File: config.mk
export PLATFORM = sky130hd
export DESIGN_NAME = systolic_feeder
export DESIGN_NICKNAME = d
export VERILOG_FILES = /design/src/rtl/tpu_pkg.sv /design/src/rtl/lane_delay.sv /design/src/rtl/systolic_feeder.sv
export SDC_FILE = /design/constraint.sdc
export NUM_CORES = 1
export LEC_CHECK = 0
export CAP_MARGIN = 10
export CORE_ASPECT_RATIO = 0.8
export CORE_MARGIN = 10
export CORE_UTILIZATION = 36
export CTS_CLUSTER_DIAMETER = 200
export CTS_CLUSTER_SIZE = 28
export DETAILED_ROUTE_END_ITERATION = 10
export GPL_ROUTABILITY_DRIVEN = 1
export GPL_TIMING_DRIVEN = 0
export PLACE_DENSITY = 0.77
export SLEW_MARGIN = 0
export SYNTH_ARGS = -nofsm -noshare
export SYNTH_HDL_FRONTEND = slang
export SYNTH_SLANG_ARGS = --single-unit
File: constraint.sdc
create_clock -name clk -period 2.6 [get_ports clk]
set_input_delay 0.65 -clock clk [delete_from_list [all_inputs] [get_ports clk]]
set_output_delay 0.65 -clock clk [all_outputs]
set_load 0.05 [all_outputs]
File: src/rtl/tpu_pkg.sv
// ---------------------------------------------------------------------------
// tpu_pkg
// Shared definitions for the systolic-array front end: the feeder FSM state
// encoding, the PE state broadcast codes understood by the MAC units, and
// the default operand width.
// ---------------------------------------------------------------------------
package tpu_pkg;

  typedef enum logic [2:0] {
    IDLE  = 3'd0,
    FEED  = 3'd1,
    DRAIN = 3'd2,
    WAIT  = 3'd3,
    CLEAR = 3'd4
  } fsm_t;

  // MAC units accumulate on PE_ST_ACC; every other code clears the accumulator.
  localparam logic [2:0] PE_ST_CLEAR = 3'd0;
  localparam logic [2:0] PE_ST_ACC   = 3'd1;

  localparam int DEFAULT_DW = 8;

endpackage

File: src/rtl/lane_delay.sv
// ---------------------------------------------------------------------------
// lane_delay
// Zero-reset shift register of DEPTH stages used to skew one operand lane
// on its way into the array. A synchronous clear flushes every stage.
// Ports:
//   clk  in   clock
//   rst  in   asynchronous active-high reset (all stages to 0)
//   clr  in   synchronous clear of all stages
//   d_i  in   DW  lane input, shifted in every cycle
//   q_o  out  DW  lane output, DEPTH cycles after d_i
// ---------------------------------------------------------------------------
module lane_delay #(
  parameter int DW    = 8,
  parameter int DEPTH = 1
) (
  input  logic          clk,
  input  logic          rst,
  input  logic          clr,
  input  logic [DW-1:0] d_i,
  output logic [DW-1:0] q_o
);

  logic [DW-1:0] stage_q [DEPTH];

  always_ff @(posedge clk or posedge rst) begin
    if (rst) begin
      for (int k = 0; k < DEPTH; k++) stage_q[k] <= '0;
    end else if (clr) begin
      for (int k = 0; k < DEPTH; k++) stage_q[k] <= '0;
    end else begin
      for (int k = DEPTH - 1; k > 0; k--) stage_q[k] <= stage_q[k-1];
      stage_q[0] <= d_i;
    end
  end

  assign q_o = stage_q[DEPTH-1];

endmodule

File: src/rtl/systolic_feeder.sv
// ---------------------------------------------------------------------------
// systolic_feeder
// Upstream sequencer for an NxN MAC array. Accepts k_len operand beats
// (one A column, one B row per beat), pushes them through per-lane delay
// lines onto the array edges, drains the array, then holds the results
// (result_valid) until the collector acknowledges with result_ready.
// Ports:
//   clk, rst            clock, asynchronous active-high reset
//   start, k_len        job request (IDLE only) and beat count 1..K_MAX
//   in_valid/in_ready   operand beat handshake; in_a / in_b lanes of DW bits
//   a_row_out/b_col_out skewed operands to the array edges
//   pe_state            PE broadcast: PE_ST_ACC in FEED/DRAIN/WAIT, else clear
//   result_valid/ready  array results final / captured by collector
//   busy, done          FSM not idle / 1-cycle pulse in CLEAR
//   cfg_err             1-cycle pulse after a start with an illegal k_len
// ---------------------------------------------------------------------------
module systolic_feeder
  import tpu_pkg::*;
#(
  parameter int N     = 4,
  parameter int DW    = DEFAULT_DW,
  parameter int K_MAX = 16,
  parameter int SKEW  = 0,
  localparam int CW   = $clog2(K_MAX + 1)
) (
  input  logic          clk,
  input  logic          rst,
  input  logic          start,
  input  logic [CW-1:0] k_len,
  input  logic          in_valid,
  output logic          in_ready,
  input  logic [N*DW-1:0] in_a,
  input  logic [N*DW-1:0] in_b,
  output logic [N*DW-1:0] a_row_out,
  output logic [N*DW-1:0] b_col_out,
  output logic [2:0]    pe_state,
  output logic          result_valid,
  input  logic          result_ready,
  output logic          busy,
  output logic          done,
  output logic          cfg_err
);

  // Cycles needed after the last beat for the slowest lane to reach the
  // far corner of the array.
  localparam int D_LEN = 1 + SKEW * (2 * N - 2);
  localparam int DCW   = $clog2(D_LEN + 1);

  fsm_t           state_q, state_d;
  logic [CW-1:0]  klen_q, klen_d;
  logic [CW-1:0]  beat_q, beat_d;
  logic [DCW-1:0] drain_q, drain_d;
  logic           cfg_err_q, cfg_err_d;

  logic           accept;
  logic           klen_ok;
  logic [CW-1:0]  beat_inc;
  logic           lane_clr;
  logic [N*DW-1:0] a_push;
  logic [N*DW-1:0] b_push;

  assign accept   = (state_q == FEED) && in_valid;
  assign klen_ok  = (k_len != '0) && (k_len <= CW'(K_MAX));
  // Cannot wrap: beat_q stays below klen_q, which is at most K_MAX.
  assign beat_inc = beat_q + CW'(1);

  always_ff @(posedge clk or posedge rst) begin
    if (rst) begin
      state_q   <= IDLE;
      klen_q    <= '0;
      beat_q    <= '0;
      drain_q   <= '0;
      cfg_err_q <= 1'b0;
    end else begin
      state_q   <= state_d;
      klen_q    <= klen_d;
      beat_q    <= beat_d;
      drain_q   <= drain_d;
      cfg_err_q <= cfg_err_d;
    end
  end

  always_comb begin
    state_d   = state_q;
    klen_d    = klen_q;
    beat_d    = beat_q;
    drain_d   = drain_q;
    cfg_err_d = 1'b0;
    case (state_q)
      IDLE: begin
        if (start) begin
          if (klen_ok) begin
            klen_d  = k_len;
            beat_d  = '0;
            state_d = FEED;
          end else begin
            cfg_err_d = 1'b1;
          end
        end
      end
      FEED: begin
        if (accept) begin
          beat_d = beat_inc;
          if (beat_inc == klen_q) begin
            drain_d = '0;
            state_d = DRAIN;
          end
        end
      end
      DRAIN: begin
        if (drain_q == DCW'(D_LEN - 1)) state_d = WAIT;
        else                            drain_d = drain_q + DCW'(1);
      end
      WAIT: begin
        if (result_ready) state_d = CLEAR;
      end
      CLEAR: begin
        state_d = IDLE;
      end
      default: begin
        state_d = IDLE;
      end
    endcase
  end

  // Bubbles and non-FEED cycles push zeros so the array sums are unaffected.
  assign a_push   = accept ? in_a : '0;
  assign b_push   = accept ? in_b : '0;
  // Flush the delay lines on the way back to IDLE.
  assign lane_clr = (state_q == CLEAR);

  genvar gi;
  generate
    for (gi = 0; gi < N; gi++) begin : g_lane
      lane_delay #(
        .DW    (DW),
        .DEPTH (1 + SKEW * gi)
      ) u_a_delay (
        .clk (clk),
        .rst (rst),
        .clr (lane_clr),
        .d_i (a_push[gi*DW +: DW]),
        .q_o (a_row_out[gi*DW +: DW])
      );
      lane_delay #(
        .DW    (DW),
        .DEPTH (1 + SKEW * gi)
      ) u_b_delay (
        .clk (clk),
        .rst (rst),
        .clr (lane_clr),
        .d_i (b_push[gi*DW +: DW]),
        .q_o (b_col_out[gi*DW +: DW])
      );
    end
  endgenerate

  // Pure decodes of the state register so the broadcast cannot glitch.
  assign in_ready     = (state_q == FEED);
  assign result_valid = (state_q == WAIT);
  assign busy         = (state_q != IDLE);
  assign done         = (state_q == CLEAR);
  assign pe_state     = ((state_q == FEED) || (state_q == DRAIN) || (state_q == WAIT))
                        ? PE_ST_ACC : PE_ST_CLEAR;
  assign cfg_err      = cfg_err_q;

endmodule

==> metrics.cfg <==
[detailed_routing]
vias_per_cell = 4.35
wl_per_cell_um = 16.2
firstDrtPassIters = 4
drt_wl_total_um = 7780
vias = 2088
drc = 0
drtAntennaViolNets = 0
drt_iter0_drc = 95

[sta]
rsz0062_at_grt = no
post-route-min-period_ns = 2.42
setup_violations = 0
slew_violations = 0
fmax_ghz = 0.413
tns_ns = 0
hold_viol_final = 0
holdWs_ns = 0.525
relSlewSlack_pct = 40.3
fin_crit_sh_pct = 93.1
worstMarginPinSlew_ns = 0.894
clock_skew_ns = 0.00995

[synth]
synth.distinct_cells = 34
yosysMostFrequentCell = dfrtp_1
synth_top_family_by_area = simple AND/OR/NAND/NOR gates
yosys.area.top_type_share_pct = 68.6
syn_area_per_cell_um2 = 13.3
yosys-top-cells-count = dfrtp_1, and2_1, nand2_1
synthAdderAreaFrac_pct = 0.440
ys_warn_count = 0
synth_top_area_cell = dfrtp_1
synth_xor_area_share_pct = 3.61
ys_ff_latch = 78
synth_enable_flop_cells = 0
synth-compound-area-share_pct = 2.73
syn_inst = 214
synthTopCellsByArea = dfrtp_1, and2_1, xor2_1
ys_seq_area_share_pct = 68.6
synthSimpleGateAreaFrac_pct = 20.6
synthFlopType = dfrtp_1
netlist_area_um2 = 2850
ys_async_sr_fraction_pct = 100
synth.area.mux_share_pct = 1.98

[layout]
syn_to_final_growth_pct = 62.9
fillCellCount = 629
seq_area_um2 = 1950
drive_gt1_share_pct = 7.47
multi_input_area_um2 = 843
diodes = 0
final_nets = 445

[worst_setup_path]
cp_max_fo = 9
path_class = register to output pin
rrSetupSlack_ns = 0.73
cp-end-kind = output pin
critPathRequiredTime_ns = 1.95
cp_data_arrival_time_ns = 1.77
r2r_end = state_q[1]$_DFFE_PP0P_
crit_path_start_kind = register
ff2ff_path_depth = 5
crit_path_end = busy
reg2reg_from = beat_q[0]$_DFFE_PP0P_
critPathLaunch = state_q[1]$_DFFE_PP0P_

[pwr]
ir_drop_v = 0.000608
power_mw = 5.03
power_density_nw_per_um2 = 1080
leakagePower_nw = 2.05

[die]
coreArea_um2 = 7530
fp.dieH_um = 99.5
ioPinCount = 146
die_x_um = 119
row_count = 28
start_util_pct = 37.8
die_area_um2 = 11900

[grt]
grt_pass1_vias = 2233
grt_usage_pct = 13.1
grt_first_pass_wirelength_um = 12200
antenna_found_initial = 0
overflow = 0
grt_start_max_net_pins = 41

[run_status]
status = complete, no violations

[placement]
gp_congestion = 0.793
hpwl_um = 6180
io_buffer_count = 143

[clocking]
cts_tree = built
clock-sinks = 78
clk_pin_slew_ns = 0.08
root_buffer = clkbuf_8
post_cts_buffers = 0
cts_inserted_buffers = 9
htreeDepth = 3
hold_buffers = 0
cts.path.max_buffers = 2
clock_latency_ns = 0.35

[run]
drv_cap = 0

[min_path]
holdCritPathClass = register to register

-- placed cells by master, fill, tap and decap left out, drive strengths merged --
master	count
clkdlybuf4s50	138
dfrtp	78
and2	66
clkbuf	18
nand2	8
nand3	6
xor2	5
o21ai	5
dlygate4sd2	5
mux2	5
nor2	4
xnor2	4
o211ai	3
buf	3
clkinv	3
clkinvlp	2
conb	2
inv	2
nor4	2
and4bb	1
nor3	1
nor3b	1
and3b	1
nand3b	1
a31o	1
nand2b	1
xor3	1
a21boi	1
and3	1
a2111oi	1
or4b	1
a21oi	1
or3	1
ha	1
bufinv	1
-- worst min-delay path by stage --
stage | cells after the start | endpoint | start
6_report | 1 | klen_q[0]$_DFFE_PP0P_ | klen_q[0]$_DFFE_PP0P_
5_1_grt | 1 | klen_q[0]$_DFFE_PP0P_ | klen_q[0]$_DFFE_PP0P_
4_1_cts | 1 | klen_q[0]$_DFFE_PP0P_ | klen_q[0]$_DFFE_PP0P_
3_5_place_dp | 1 | klen_q[0]$_DFFE_PP0P_ | klen_q[0]$_DFFE_PP0P_
3_3_place_gp | 1 | klen_q[0]$_DFFE_PP0P_ | klen_q[0]$_DFFE_PP0P_
2_1_floorplan | 1 | klen_q[0]$_DFFE_PP0P_ | klen_q[0]$_DFFE_PP0P_
-- where the power goes --
part | total [mW] | switching [mW] | internal [mW]
Clock | 0.925 | 0.450 | 0.474
Sequential | 1.69 | 0.148 | 1.54
Combinational | 2.42 | 1.54 | 0.874
-- cell families (layout without fill, tap and decap cells) --
logic type | after synthesis | after routing
and+or+nand+nor | 95 | 95
xor gates and xnor gates | 10 | 10
muxes | 5 | 5
buffers and inverters | 12 | 172
adders and majority gates | 1 | 1
AOI/OAI and AO/OA | 12 | 12
DFF | 78 | 78
other | 1 | 2
-- state kept, by name (all words and copies together), names as in the netlist --
name,count
beat_q,5
g_lane.u_b_delay.q_o,32
klen_q,5
state_q,3
cfg_err,1
g_lane.u_a_delay.q_o,32
-- per-layer routing --
metal | GRT usage, % | wire (um)
met5 | 0 | 0
met4 | 3.61 | 73
met3 | 6.72 | 824
met2 | 20.7 | 3580
met1 | 15.5 | 3310
-- area by class of cell --
type	instances	share of cell area [%]
clock inverter	6	1.48
sequential	78	42.1
buffer	10	0.999
timing repair buffer	144	31.2
clock buffer	10	2.97
multi-input combinational	125	18.2
tap	105	2.83
inverter	2	0.243
-- stage by stage --
stage / utilization (%) / std cells / cell area [um2] / setup slack, ns
after floorplan: - / 215 / 2850 / 0.597
after global placement: 58.6 / 463 / 4420 / 0.169
after detailed placement: 58.9 / 464 / 4440 / 0.168
after CTS: 61.5 / 480 / 4640 / 0.154
after global routing: 61.5 / 480 / 4640 / 0.0312
final: 61.5 / 480 / 4640 / 0.179
-- critical path, stage by stage, from the launching register on --
cell           delay [ns]
dfrtp_1              0.36
clkbuf_1             0.18
nor3_1               0.38
inv_1                0.07
dlygate4sd2_1        0.43
-- what timing repair did --
item,4_1_cts,5_1_grt
resized for setup,5,0
setup endpoints to repair,5,0
hold endpoints to repair,0,0
Power figures use the tool's default switching activity.
